**src/rtl/fmap_stream_reader.sv**
```systemverilog
// rtl/fmap_stream_reader.sv - raster reader for one WIDTH x WIDTH plane from a sync-read buffer
// Issues one read per cycle with optional inter-row gaps; coordinates ride a RD_LAT-deep delay line.
module fmap_stream_reader #(
  parameter int WIDTH   = 5,
  parameter int ADDR_W  = 16,
  parameter int RD_LAT  = 1,
  parameter int ROW_GAP = 2
) (
  input  logic              clk,
  input  logic              rst,
  input  logic              start,
  input  logic [ADDR_W-1:0] base_addr,
  output logic              busy,
  output logic              rd_en,
  output logic [ADDR_W-1:0] rd_addr,
  output logic              valid_out,
  output logic [31:0]       counter_col,
  output logic [31:0]       counter_row,
  output logic              frame_last,
  output logic              done
);

  localparam int GAP_W = (ROW_GAP > 1) ? $clog2(ROW_GAP) : 1;
  localparam int LAT_W = (RD_LAT > 1) ? $clog2(RD_LAT) : 1;
  localparam logic [GAP_W-1:0] GAP_LAST = GAP_W'((ROW_GAP > 0) ? ROW_GAP - 1 : 0);
  localparam logic [LAT_W-1:0] LAT_LAST = LAT_W'(RD_LAT - 1);
  localparam logic [31:0]      EDGE     = 32'(WIDTH - 1);

  typedef enum logic [2:0] {IDLE, READ, GAP, DRAIN, DONE} state_t;

  state_t           state;
  logic [31:0]      icol;
  logic [31:0]      irow;
  logic [GAP_W-1:0] gap_cnt;
  logic [LAT_W-1:0] drain_cnt;
  logic             ilast;

  // icol/irow always describe the read presented on rd_en this cycle.
  assign ilast = rd_en && (icol == EDGE) && (irow == EDGE);

  always_ff @(posedge clk or negedge rst) begin
    if (!rst) begin
      state     <= IDLE;
      busy      <= 1'b0;
      rd_en     <= 1'b0;
      rd_addr   <= '0;
      done      <= 1'b0;
      icol      <= '0;
      irow      <= '0;
      gap_cnt   <= '0;
      drain_cnt <= '0;
    end else begin
      case (state)
        IDLE: begin
          done <= 1'b0;
          if (start) begin
            state   <= READ;
            busy    <= 1'b1;
            rd_en   <= 1'b1;
            rd_addr <= base_addr;
            icol    <= '0;
            irow    <= '0;
          end
        end
        READ: begin
          if (icol == EDGE) begin
            if (irow == EDGE) begin
              state     <= DRAIN;
              rd_en     <= 1'b0;
              drain_cnt <= '0;
            end else begin
              irow    <= irow + 32'd1;
              icol    <= '0;
              rd_addr <= rd_addr + ADDR_W'(1);
              if (ROW_GAP > 0) begin
                state   <= GAP;
                rd_en   <= 1'b0;
                gap_cnt <= '0;
              end
            end
          end else begin
            icol    <= icol + 32'd1;
            rd_addr <= rd_addr + ADDR_W'(1);
          end
        end
        GAP: begin
          if (gap_cnt == GAP_LAST) begin
            state <= READ;
            rd_en <= 1'b1;
          end else begin
            gap_cnt <= gap_cnt + GAP_W'(1);
          end
        end
        DRAIN: begin
          if (drain_cnt == LAT_LAST) begin
            state <= DONE;
            busy  <= 1'b0;
            done  <= 1'b1;
          end else begin
            drain_cnt <= drain_cnt + LAT_W'(1);
          end
        end
        DONE: begin
          done  <= 1'b0;
          state <= IDLE;
        end
        default: begin
          state <= IDLE;
          busy  <= 1'b0;
          rd_en <= 1'b0;
          done  <= 1'b0;
        end
      endcase
    end
  end

  // Coordinates only advance with a valid entry, so the last stage holds between pixels.
  logic        pv [RD_LAT];
  logic        pl [RD_LAT];
  logic [31:0] pc [RD_LAT];
  logic [31:0] pr [RD_LAT];

  always_ff @(posedge clk or negedge rst) begin
    if (!rst) begin
      for (int i = 0; i < RD_LAT; i++) begin
        pv[i] <= 1'b0;
        pl[i] <= 1'b0;
        pc[i] <= '0;
        pr[i] <= '0;
      end
    end else begin
      pv[0] <= rd_en;
      pl[0] <= ilast;
      if (rd_en) begin
        pc[0] <= icol;
        pr[0] <= irow;
      end
      for (int i = 1; i < RD_LAT; i++) begin
        pv[i] <= pv[i-1];
        pl[i] <= pl[i-1];
        if (pv[i-1]) begin
          pc[i] <= pc[i-1];
          pr[i] <= pr[i-1];
        end
      end
    end
  end

  assign valid_out   = pv[RD_LAT-1];
  assign frame_last  = pl[RD_LAT-1];
  assign counter_col = pc[RD_LAT-1];
  assign counter_row = pr[RD_LAT-1];

endmodule

```
**config.mk**
```make
export PLATFORM = sky130hd
export DESIGN_NAME = fmap_stream_reader
export DESIGN_NICKNAME = d
export VERILOG_FILES = /design/src/rtl/fmap_stream_reader.sv
export SDC_FILE = /design/constraint.sdc
export NUM_CORES = 1
export LEC_CHECK = 0
export CAP_MARGIN = 10
export CORE_MARGIN = 5
export CORE_UTILIZATION = 59
export DETAILED_ROUTE_END_ITERATION = 8
export PLACE_DENSITY = 0.85
export SLEW_MARGIN = 30
export SYNTH_ARGS = -nofsm -noshare
export SYNTH_HDL_FRONTEND = slang
export SYNTH_SLANG_ARGS = --single-unit
```
**constraint.sdc**
```tcl
create_clock -name clk -period 6.5 [get_ports clk]
set_input_delay 1.3 -clock clk [delete_from_list [all_inputs] [get_ports clk]]
set_output_delay 1.3 -clock clk [all_outputs]
set_load 0.005 [all_outputs]
```
==> flow_metrics.env <==
export IMPL_start_util=0.599
export IMPL_floorplan_io_pins=104
export IMPL_place_hpwl_mm=12.4
export IMPL_synth_ff_latch_count=153
export IMPL_slew_viol_final=0
export IMPL_synth_largest_area_cell="dfrtp_1"
export IMPL_synth_adder_area_share=0.00830
export IMPL_post_synth_top_area_share=0.508
export IMPL_setup_worst_path_end_class="register"
export IMPL_multi_input_comb_area_um2=3450
export IMPL_netSwitchingPower_mw=1.37
export IMPL_cap_viol_max_count=0
export IMPL_combinational_family_with_the_most_area_after_synthesis="simple AND/OR/NAND/NOR gates"
export IMPL_synth_async_reset_ratio=1.00
export IMPL_critical_path_max_fanout=27
export IMPL_cts_tree="done"
export IMPL_max_slew_margin=0.405
export IMPL_power_internal_mw=2.30
export IMPL_maxClockFrequency_mhz=304
export IMPL_clock_tree_root_cell="clkbuf_16"
export IMPL_synth_compound_gate_area_share=0.154
export IMPL_min_period_ps=3290
export IMPL_num_vias=6511
export IMPL_ant_nets=0
export IMPL_grt_pass1_vias=6323
export IMPL_overflow=0
export IMPL_remaining_drc_errors=0
export IMPL_crit_path_class="register to register"
export IMPL_clock_skew_final_ps=6.58
export IMPL_power_switching_share=0.374
export IMPL_clock_sink_count=153
export IMPL_irDropWorstVdd_v=0.000207
export IMPL_vias_per_cell=6.35
export IMPL_fp_dieArea_um2=15100
export IMPL_critical_path_startpoint_type="register"
export IMPL_synth_seq_area_share=0.508
export IMPL_synthMuxAreaShare=0.0970
export IMPL_antenna_diode_count=0
export IMPL_synth_main_ff_cell="dfrtp_1"
export IMPL_drt_first_iter_violations=639
export IMPL_die_width_um=123
export IMPL_syn_area_per_cell_um2=9.98
export IMPL_post_cts_setup_buffer_count=0
export IMPL_pwr_share_comb=0.373
export IMPL_synth_simple_gate_area_frac=0.190
export IMPL_synth_edf_count=0
export IMPL_routed_wl_mm=18.9
export IMPL_wire_per_inst_um=18.5
export IMPL_cts_repair_resize_count=0
export IMPL_core_rowCount=41
export IMPL_layout_nets=864
export IMPL_layout_filler_cells=894
export IMPL_yosysUniqueCellTypes=67
export IMPL_cp_data_required_time_ps=6810
export IMPL_grtUsageTotal=0.260
export IMPL_synth_commonest_cells="dfrtp_1 (153), nand2_1 (70), mux2_2 (64), o21ai_0 (64), nor2_1 (59)"
export IMPL_sequential_cell_area_um2=3830
export IMPL_cts_max_level=4
export IMPL_grt_max_degree=91
export IMPL_timing_final_crit_share=0.506
export IMPL_floorplan_core_area_um2=12600
export IMPL_finalWeightedCongestion=0.886
export IMPL_clock_latency_ps=430
export IMPL_post_synth_top_count_cell="dfrtp_1"
export IMPL_synthCells=755
export IMPL_power_sequential_fraction=0.354
export IMPL_post_route_cells_drive_above_1_share=0.145
export IMPL_minimum_hold_slack_ps=502
export IMPL_die_height_um=123
export IMPL_power_leakage_nw=3.97
export IMPL_wire_length_of_the_first_global_routing_pass_mm=31.4
export IMPL_syn_nets=779
export IMPL_result_of_the_run="complete, no violations"
export IMPL_power_share_clock=0.273
export IMPL_netlist_top_cells_area="dfrtp_1 (51%), mux2_2 (9.6%), o21ai_0 (4.3%)"
export IMPL_worst_ep_arrival_time_ps=3590
export IMPL_setup_violations=0
export IMPL_drt_first_pass_iters=5
export IMPL_count_of_yosys_warnings_during_synthesis=0
export IMPL_worst_slew_pin_slew_ps=886
export IMPL_cts_buffers=17
export IMPL_cts_reportedPaths_clkPinSlew_ps=60
export IMPL_io_buffer_count=103
export IMPL_power_density_nw_per_um2=397
export IMPL_cts_hold_buffers=0
export IMPL_grt_setup_unrepaired="no"
export IMPL_fin_tns_setup_ps=0
export IMPL_flow_area_growth_from_synthesis_pct=22.7
export IMPL_initial_antenna_violation_count=0
export IMPL_netlist_area_um2=7530
export IMPL_cts_path_max_buffers=2
export IMPL_min_path_type="register to register"
export IMPL_synth_xor_xnor_area_share=0.00698
export IMPL_timing_hold_violations_final=0
## flip-flops by register name, summed over array words and instances, names as in the netlist
name and count:
irow 32, gap_cnt 1, state 3, rd_en 1, done 1, icol 32, counter_row 32, busy 1
rd_addr 16, counter_col 32, valid_out 1, frame_last 1
## critical path, cell delays in order, from the launching register on
cell     delay [ps]
dfrtp_1         470
inv_1           100
ha_1            150
nor4b_1         390
nand4_1         340
or4_1           690
a21oi_4         690
nor2_1          110
o22a_1          210
## final timing paths
check	start	end	slack [ps]	depth (start not counted)
worst min register to register	counter_row[19]	counter_row[19]	500	1
worst max-delay path	icol[0]	rd_addr[12]	3210	8
worst max register to register	icol[0]	rd_addr[12]	3210	8
worst min-delay path	counter_row[19]	counter_row[19]	500	1
min in group asynchronous	rst	rd_addr[5]	930	1
max in group asynchronous	rst	rd_addr[15]	4230	2
## through the flow
stage               setup WS [ps]  cells  total power [mW]   util  instance area (um2)
floorplan                    3700    755              2.16      -                 7530
global placement             2660    993              2.58  0.687                 8640
detailed placement           2550    993              2.66  0.687                 8640
CTS                          2930   1025              3.67  0.735                 9240
global route                 3020   1025              3.87  0.735                 9240
finish                       3210   1025              3.67  0.735                 9240
## cells in the final DEF (no fill, tap or decap), drive strengths merged, types with 3 or more instances in the layout
| master | instances |
|---|---|
| dfrtp | 153 |
| clkdlybuf4s50 | 102 |
| o21ai | 77 |
| nand2 | 70 |
| mux2 | 64 |
| nor2 | 60 |
| nand3 | 42 |
| a21oi | 34 |
| a31oi | 30 |
| nand4 | 27 |
| clkbuf | 24 |
| nor4 | 19 |
| nor3 | 16 |
| inv | 13 |
| and3 | 13 |
| o31ai | 9 |
| buf | 9 |
| and4 | 8 |
| o21a | 6 |
| o22a | 6 |
| xor2 | 5 |
| ha | 5 |
| clkinv | 5 |
| o211ai | 4 |
| o311ai | 4 |
| or4 | 4 |
| a41oi | 3 |
| or2 | 3 |
| nor4b | 3 |
| bufinv | 3 |
## cells by family after synthesis
kind of cell,after synthesis
compound gates,190
flops,153
fa+ha+maj,5
buf+inv,59
simple gates,277
xor+xnor,6
mux,65
## cell type report
class | instances | share of cell area
clock inverters | 8 | 0.0127
inverters | 14 | 0.00569
repair buffers | 111 | 0.118
well taps | 172 | 0.0233
multi-input cells | 543 | 0.374
clock buffers | 24 | 0.0521
flip-flops and latches | 153 | 0.414
## metal layers
| layer | vias to the layer above | wire length (um) | track usage |
|---|---|---|---|
| met3 | 42 | 1310 | 0.0554 |
| met4 | 0 | 446 | 0.0941 |
| li1 | 2978 | - | - |
| met1 | 3171 | 7760 | 0.348 |
| met2 | 320 | 9410 | 0.422 |
| met5 | - | 0 | 0 |
## power groups by stage
stage	sequential, mW	clock, mW	combinational (mW)
detailed placement	1.31	0	1.35
global route	1.32	1.06	1.49
global placement	1.30	0	1.28
finish	1.30	1.00	1.37
CTS	1.29	1.01	1.36
floorplan	1.24	0	0.917
No activity file was read; power rests on OpenSTA's default activity.
